`config.mk`:
```
export PLATFORM = sky130hd
export DESIGN_NAME = fp_norm_pipe
export DESIGN_NICKNAME = d
export VERILOG_FILES = /design/src/rtl/fp_norm_pipe.sv
export SDC_FILE = /design/constraint.sdc
export NUM_CORES = 1
export LEC_CHECK = 0
export BUFFER_PORTS_ARGS = -buffer_cell sky130_fd_sc_hd__buf_2
export CAP_MARGIN = 20
export CORE_ASPECT_RATIO = 1.1
export CORE_MARGIN = 2
export CORE_UTILIZATION = 52
export CTS_CLUSTER_SIZE = 14
export DETAILED_ROUTE_END_ITERATION = 10
export PLACE_DENSITY = 0.77
export SYNTH_ARGS = -nofsm -noshare
export SYNTH_HDL_FRONTEND = slang
export SYNTH_SLANG_ARGS = --single-unit
```
`constraint.sdc`:
```
create_clock -name clk_core -period 2.85 [get_ports clk_core]
set_input_delay 0.285 -clock clk_core [delete_from_list [all_inputs] [get_ports clk_core]]
set_output_delay 0.285 -clock clk_core [all_outputs]
set_load 0.05 [all_outputs]
```
`src/rtl/fp_norm_pipe.sv`:
```
// rtl/fp_norm_pipe.sv - two-stage floating-point normalizer with valid/ready handshake
// Optional status flags o_uflow/o_oflow are built when FP_NORM_STATUS_EN is defined.
module fp_norm_pipe #(
    parameter int P_EW = 5,
    parameter int P_FW = 16
) (
    input  logic                 clk_core,
    input  logic                 rst_core,
    input  logic                 i_valid,
    output logic                 o_ready,
    input  logic                 i_s,
    input  logic [P_EW-1:0]      i_e,
    input  logic [P_FW:0]        i_f,
    output logic                 o_valid,
    input  logic                 i_ready,
    output logic [P_EW+P_FW:0]   o_b
`ifdef FP_NORM_STATUS_EN
    ,
    output logic                 o_uflow,
    output logic                 o_oflow
`endif
);

    localparam int LZW = $clog2(P_FW);
    // Wide enough to hold both i_e and lzc plus a borrow bit for any legal parameter pair.
    localparam int DW  = ((P_EW > LZW) ? P_EW : LZW) + 1;
    localparam logic [P_EW-1:0] E_ONE = P_EW'(1);

    logic [LZW-1:0]    in_lzc;
    logic              in_found;

    logic              s1_v;
    logic              s1_s;
    logic [P_EW-1:0]   s1_e;
    logic [P_FW:0]     s1_f;
    logic [LZW-1:0]    s1_lzc;
    logic              s1_zero;
    logic              s1_carry;

    logic              s2_v;
    logic [P_EW+P_FW:0] s2_b;

    logic              s2_en;
    logic              n_sign;
    logic [P_EW-1:0]   n_exp;
    logic [P_FW-1:0]   n_frac;
    logic [DW-1:0]     diff;
`ifdef FP_NORM_STATUS_EN
    logic              n_uflow;
    logic              n_oflow;
    logic              s2_uflow;
    logic              s2_oflow;
`endif

    // Leading-zero count of the fraction below the carry bit; all-zero saturates at P_FW-1.
    always_comb begin
        in_lzc   = LZW'(P_FW - 1);
        in_found = 1'b0;
        for (int i = P_FW - 1; i >= 0; i--) begin
            if (!in_found && i_f[i]) begin
                in_lzc   = LZW'(P_FW - 1 - i);
                in_found = 1'b1;
            end
        end
    end

    assign s2_en   = !s2_v || i_ready;
    assign o_ready = !s1_v || s2_en;

    always_ff @(posedge clk_core or posedge rst_core) begin
        if (rst_core) begin
            s1_v     <= 1'b0;
            s1_s     <= 1'b0;
            s1_e     <= '0;
            s1_f     <= '0;
            s1_lzc   <= '0;
            s1_zero  <= 1'b0;
            s1_carry <= 1'b0;
        end else if (o_ready) begin
            s1_v <= i_valid;
            if (i_valid) begin
                s1_s     <= i_s;
                s1_e     <= i_e;
                s1_f     <= i_f;
                s1_lzc   <= in_lzc;
                s1_zero  <= !in_found && !i_f[P_FW];
                s1_carry <= i_f[P_FW];
            end
        end
    end

    always_comb begin
        n_sign = s1_s;
        n_exp  = '0;
        n_frac = '0;
        diff   = DW'(s1_e) - DW'(s1_lzc);
`ifdef FP_NORM_STATUS_EN
        n_uflow = 1'b0;
        n_oflow = 1'b0;
`endif
        if (s1_carry) begin
            n_frac = s1_f[P_FW:1];
            n_exp  = (&s1_e) ? s1_e : s1_e + E_ONE;
`ifdef FP_NORM_STATUS_EN
            n_oflow = &s1_e;
`endif
        end else if (s1_zero) begin
            n_exp = '0;
        end else if (diff[DW-1:P_EW] != '0) begin
            // Any bit above the exponent field means lzc exceeded the exponent.
            n_exp = '0;
`ifdef FP_NORM_STATUS_EN
            n_uflow = 1'b1;
`endif
        end else begin
            n_frac = s1_f[P_FW-1:0] << s1_lzc;
            n_exp  = diff[P_EW-1:0];
        end
        if (n_exp == '0) begin
            n_sign = 1'b0;
            n_frac = '0;
        end
    end

    always_ff @(posedge clk_core or posedge rst_core) begin
        if (rst_core) begin
            s2_v <= 1'b0;
            s2_b <= '0;
`ifdef FP_NORM_STATUS_EN
            s2_uflow <= 1'b0;
            s2_oflow <= 1'b0;
`endif
        end else if (s2_en) begin
            s2_v <= s1_v;
            if (s1_v) begin
                s2_b <= {n_sign, n_exp, n_frac};
`ifdef FP_NORM_STATUS_EN
                s2_uflow <= n_uflow;
                s2_oflow <= n_oflow;
`endif
            end
        end
    end

    assign o_valid = s2_v;
    assign o_b     = s2_b;
`ifdef FP_NORM_STATUS_EN
    assign o_uflow = s2_uflow;
    assign o_oflow = s2_oflow;
`endif

endmodule

```
Yosys cells after proc, flatten, opt, wreduce, memory -nomap -nowiden
Index checks and enable logic that the tools add are counted.
{"block": "word_totals", "input_bits": 27, "register_bits": 53, "output_inout_bits": 24, "elab_cells": 94}
{"block": "classes", "muxes": 41, "add_sub_neg": 2, "n_shift": 1, "reduce_logical": 41}
{"op": "$mux 16", "n": 4}
{"op": "$mux 4", "n": 16}
{"op": "$mux 5", "n": 4}
{"op": "$logic_not 1->1", "n": 19}
{"op": "$mux 1", "n": 17}
{"op": "$logic_and 1x1->1", "n": 16}
{"op": "$shl 16x4->16", "n": 1}
{"op": "$sub 5x4->6", "n": 1}
{"op": "$add 5x1->5 const B", "n": 1}
{"op": "$logic_not 5->1", "n": 1}
{"op": "$reduce_and 5->1", "n": 1}
{"op": "$reduce_and 2->1", "n": 2}
{"op": "$logic_or 1x1->1", "n": 2}

Longest topological paths before layout
{"block": "logic_depth", "ltp_word": 48, "ltp_mapped": 12, "mapped_depth_nobuf": 10}

Worst setup path before layout
Ideal clock, no wire load.
{"block": "synth_timing", "kind": "register to register", "start": "reg s1_lzc[1]", "end": "reg s2_b[0], in the netlist o_b[0]", "n_path_buf": 4, "period_less_slack_ns": 3.092, "path_slack_ns": -0.242, "setup_ns": 0.142, "required_ns": 2.708, "stages_incl_launch_ff": 13, "t_arrival_ns": 2.951, "cell_sequence": "dfrtp_1 buf_4 buf_2 buf_1 inv_1 ha_1 nor2b_1 o211a_1 o21a_1 a221o_1 nor4b_4 buf_4 a211oi_1"}
{"block": "synth_between", "elab_chain_len": 6, "elab_cells_between_ends": 10, "classes_between": "add/sub (1); shift (1); mux (7); reduce/logical (1)"}
{"item": "start: declaration", "line": "36", "rtl": "logic [LZW-1:0] s1_lzc;"}
{"item": "start signal: assignment", "line": "85", "rtl": "s1_lzc <= in_lzc;"}
{"item": "$sub 5x4->6", "line": "96", "rtl": "diff = DW'(s1_e) - DW'(s1_lzc);"}
{"item": "$mux 5", "line": "109", "rtl": "end else if (diff[DW-1:P_EW] != '0) begin"}
{"item": "$mux 5", "line": "107", "rtl": "end else if (s1_zero) begin"}
{"item": "$mux 5", "line": "101", "rtl": "if (s1_carry) begin"}
{"item": "$logic_not 5->1", "line": "119", "rtl": "if (n_exp == '0) begin"}
{"item": "$mux 16 *", "line": "119"}
{"item": "end signal: assignment", "line": "136", "rtl": "s2_b <= {n_sign, n_exp, n_frac};"}
{"item": "end: declaration", "line": "41", "rtl": "logic [P_EW+P_FW:0] s2_b;"}
Every way passes the cells marked *; elsewhere a longest branch is shown, timed or not.
A chain may end at the register's enable or synchronous reset.

Worst setup path in the final report
{"block": "layout_timing", "start": "reg s1_e[1]", "end": "reg s2_b[0], in the netlist o_b[0]"}
{"block": "layout_between", "elab_chain_len": 6, "elab_cells_between_ends": 12, "classes_between": "add/sub (2); mux (8); reduce/logical (2)"}
{"item": "start: declaration", "line": "34", "rtl": "logic [P_EW-1:0] s1_e;"}
{"item": "start signal: assignment", "line": "83", "rtl": "s1_e <= i_e;"}
{"item": "$sub 5x4->6", "line": "96"}
{"item": "$mux 5", "line": "109"}
{"item": "$mux 5", "line": "107"}
{"item": "$mux 5", "line": "101"}
{"item": "$logic_not 5->1", "line": "119"}
{"item": "$mux 16 *", "line": "119"}
Marked as above.

==> flow_summary.yaml <==
status:
  outcome: "finished, final reports clean"
sta:
  fin_skew_ps: 5.48
  final_max_slew_viol_count: 0
  max_slew_margin_pct: 45.7
  fmax_ghz: 0.397
  tightest_slew_ps: 815
  rsz0062_at_grt: "false"
  min_period_ps: 2520
  setup_viol: 0
  fin_crit_sh_pct: 88.4
  fin_tns_setup_ps: 0
  hold_viol_final: 0
placed_design:
  routabilityCongestion: 0.983
  dpl_cell_area_um2: 3590
  port_buffers: 50
  dpl.hpwl_mm: 5.95
global_route:
  first_global_vias: 2666
  grt-ovfl-total: 0
  grt_first_pass_wirelength_mm: 13.5
  antenna_found_initial: 0
  grt_max_degree: 53
  grt_use_total_pct: 25.0
pwr:
  p_leak_nw: 1.59
  pwr-share-seq_pct: 37.5
  cellPowerDensity_nw_per_um2: 747
  clock_power_share_pct: 17.5
  vdd_ir_drop_max_v: 0.000390
  swShare_pct: 43.9
  intPower_w: 0.00156
  p_sw_w: 0.00122
  p_comb_share_pct: 45.0
die:
  dieWidth_um: 79.6
  die_height_um: 87.2
  core_area_um2: 6120
  die_area_um2: 6950
  initial_core_util_pct: 53.5
  row_count: 30
  ios: 51
clock_network:
  cts_tree: "done"
  clk_latency_ps: 300
  cts_root_buf: "clkbuf_8"
  cts.sinks: 52
  htree_num_levels: 2
  path_clk_slew_ps: 90
  cts_buffers: 5
  clk_path_buf_depth: 2
yosys:
  synth_top_area_share_pct: 39.8
  synth_area_leader_cell: "dfrtp_1"
  ys_warn_count: 0
  avgSynthCellArea_um2: 9.19
  netlist_instances: 356
  async_flop_share_pct: 100
  synth.most_common_cell: "dfrtp_1"
  yosysSeqAreaShare_pct: 39.8
  ys_seq_elements: 52
  synth_cell_type_count: 50
  synth-edff-count: 0
  yosys_most_used_dff: "dfrtp_1"
  synth_area_um2: 3270
  ys_top_cells_by_count: "dfrtp_1 (52), nand2_1 (40), nor2_1 (32)"
  synth_nets: 389
  yosys-top-cells-area: "dfrtp_1 (40%), mux2_2 (7.9%), mux2i_1 (5.8%)"
routing:
  wl_met3_um: 617
  vias: 2956
  drcViolationCount: 0
  wl_per_cell_um: 17.2
  wl_met1_mm: 3.70
  firstDrtPassIters: 6
  ant_nets: 0
  wirelength_mm: 8.24
  drt-initial-drc-count: 406
  via_per_inst: 6.18
  top_layer: "met4"
  wl_met2_mm: 3.71
finish:
  fin_area_um2: 3710
  drive_gt1_share_pct: 25.4
  area_growth_pct: 13.5
  fillers: 540
  nNetsFinal: 432
  diodes: 0
worst_hold_path:
  hold_path.class: "input pin to asynchronous set/reset pin"
setup_path:
  cp.arrival_ps: 2660
  crit_type: "flip-flop to flip-flop"
  r2r_cells: 8
  r2r_slack_ps: 330
  crit_path_start_kind: "flip-flop"
  r2r-start: "s1_e[1]"
  cp.required_ps: 3000
  worstSetupEndpointType: "flip-flop"
  startpoint: "s1_e[1]"
  worstPathMaxFanout: 17
  reg2reg_to: "o_b[0]"
run:
  max-cap-violations: 0
## flip-flops by register name, summed over array words and instances (netlist names)
signal / flops
s1_v: 1
o_b: 22
s1_s: 1
s1_f: 17
s1_lzc: 4
s1_zero: 1
s1_e: 5
o_valid: 1
## power groups by stage
stage,sequential [W],clock [W],combinational (W)
after CTS,0.00104,0.000496,0.00124
after global routing,0.00106,0.000520,0.00134
after global placement,0.00104,0,0.00122
after detailed placement,0.00105,0,0.00123
after floorplan,0.00139,0,0.000588
final,0.00104,0.000486,0.00125
## what timing repair did
action                                  in CTS  in global routing
endpoints found under the setup margin       0                  1
resized for setup                            0                  1
hold buffers                                 0                  0
setup buffers                                0                  0
## metal layers
metal / GRT usage [%] / up-vias
met4: 9.87 / 0
met1: 36.2 / 1388
li1: - / 1399
met3: 3.11 / 15
met5: 0 / -
met2: 38.3 / 154
## placed cells by master, fill, tap and decap left out, types with 4 or more instances in the layout
| cell | count |
|---|---|
| dfrtp_1 | 52 |
| buf_2 | 50 |
| nand2_1 | 40 |
| nor2_1 | 32 |
| o21ai_0 | 29 |
| mux2_2 | 23 |
| mux2i_1 | 19 |
| a21oi_1 | 16 |
| nor3_1 | 15 |
| buf_4 | 10 |
| nand3_1 | 9 |
| a221oi_1 | 8 |
| inv_1 | 7 |
| nand2b_1 | 6 |
| a31oi_1 | 6 |
| nor4_1 | 6 |
| ha_1 | 5 |
| clkbuf_8 | 5 |
| nor2b_1 | 4 |
| mux4_2 | 4 |
## through the flow
stage	setup WS [ps]	util, %	hold slack (ps)	power, W	std cells
after detailed placement	369	58.8	468	0.00228	471
after global routing	52.2	60.7	76.8	0.00292	478
after floorplan	6.34	-	393	0.00198	356
final	332	60.7	27.1	0.00277	478
after CTS	325	60.4	171	0.00277	477
after global placement	423	58.8	460	0.00226	471
## critical path: stages, from the launching register on
cell and delay, ps:
dfrtp_1 480, ha_1 340, nor2b_1 130, o211a_1 250, o21a_1 240, a221o_1 360, nor4b_4 250, buf_4 250
a211oi_1 60
## worst max path at each step
| stage | slack, ps | endpoint |
|---|---|---|
| final | 330 | o_b[0] |
| after global routing | 50 | o_b[11] |
| after CTS | 320 | o_b[11] |
| after detailed placement | 370 | o_b[0] |
| after global placement | 420 | o_b[0] |
| after floorplan | 6 | o_b[0] |
## area by class of cell
| cell class | instances | area [um2] | area share (%) |
|---|---|---|---|
| Multi-Input combinational cell | 269 | 1830 | 49.3 |
| Sequential cell | 52 | 1300 | 35.0 |
| Timing Repair Buffer | 61 | 345 | 9.30 |
| Tap cell | 80 | 100 | 2.69 |
| Clock buffer | 5 | 68.8 | 1.85 |
| Inverter | 10 | 37.5 | 1.01 |
| Clock inverter | 1 | 30.0 | 0.808 |
## kinds of logic (layout without fill, tap and decap cells)
group / count (synthesis) / after routing / share of synthesized area, %
AND/OR/NAND/NOR: 119 / 119 / 16.9
AO/OA/AOI/OAI: 95 / 95 / 19.2
flip-flops: 52 / 52 / 39.8
multiplexers: 46 / 46 / 16.5
buffers and inverters: 35 / 77 / 4.32
adder cells (fa/ha/maj): 6 / 6 / 2.52
XOR/XNOR: 3 / 3 / 0.803
(Power assumes the default switching activity.)
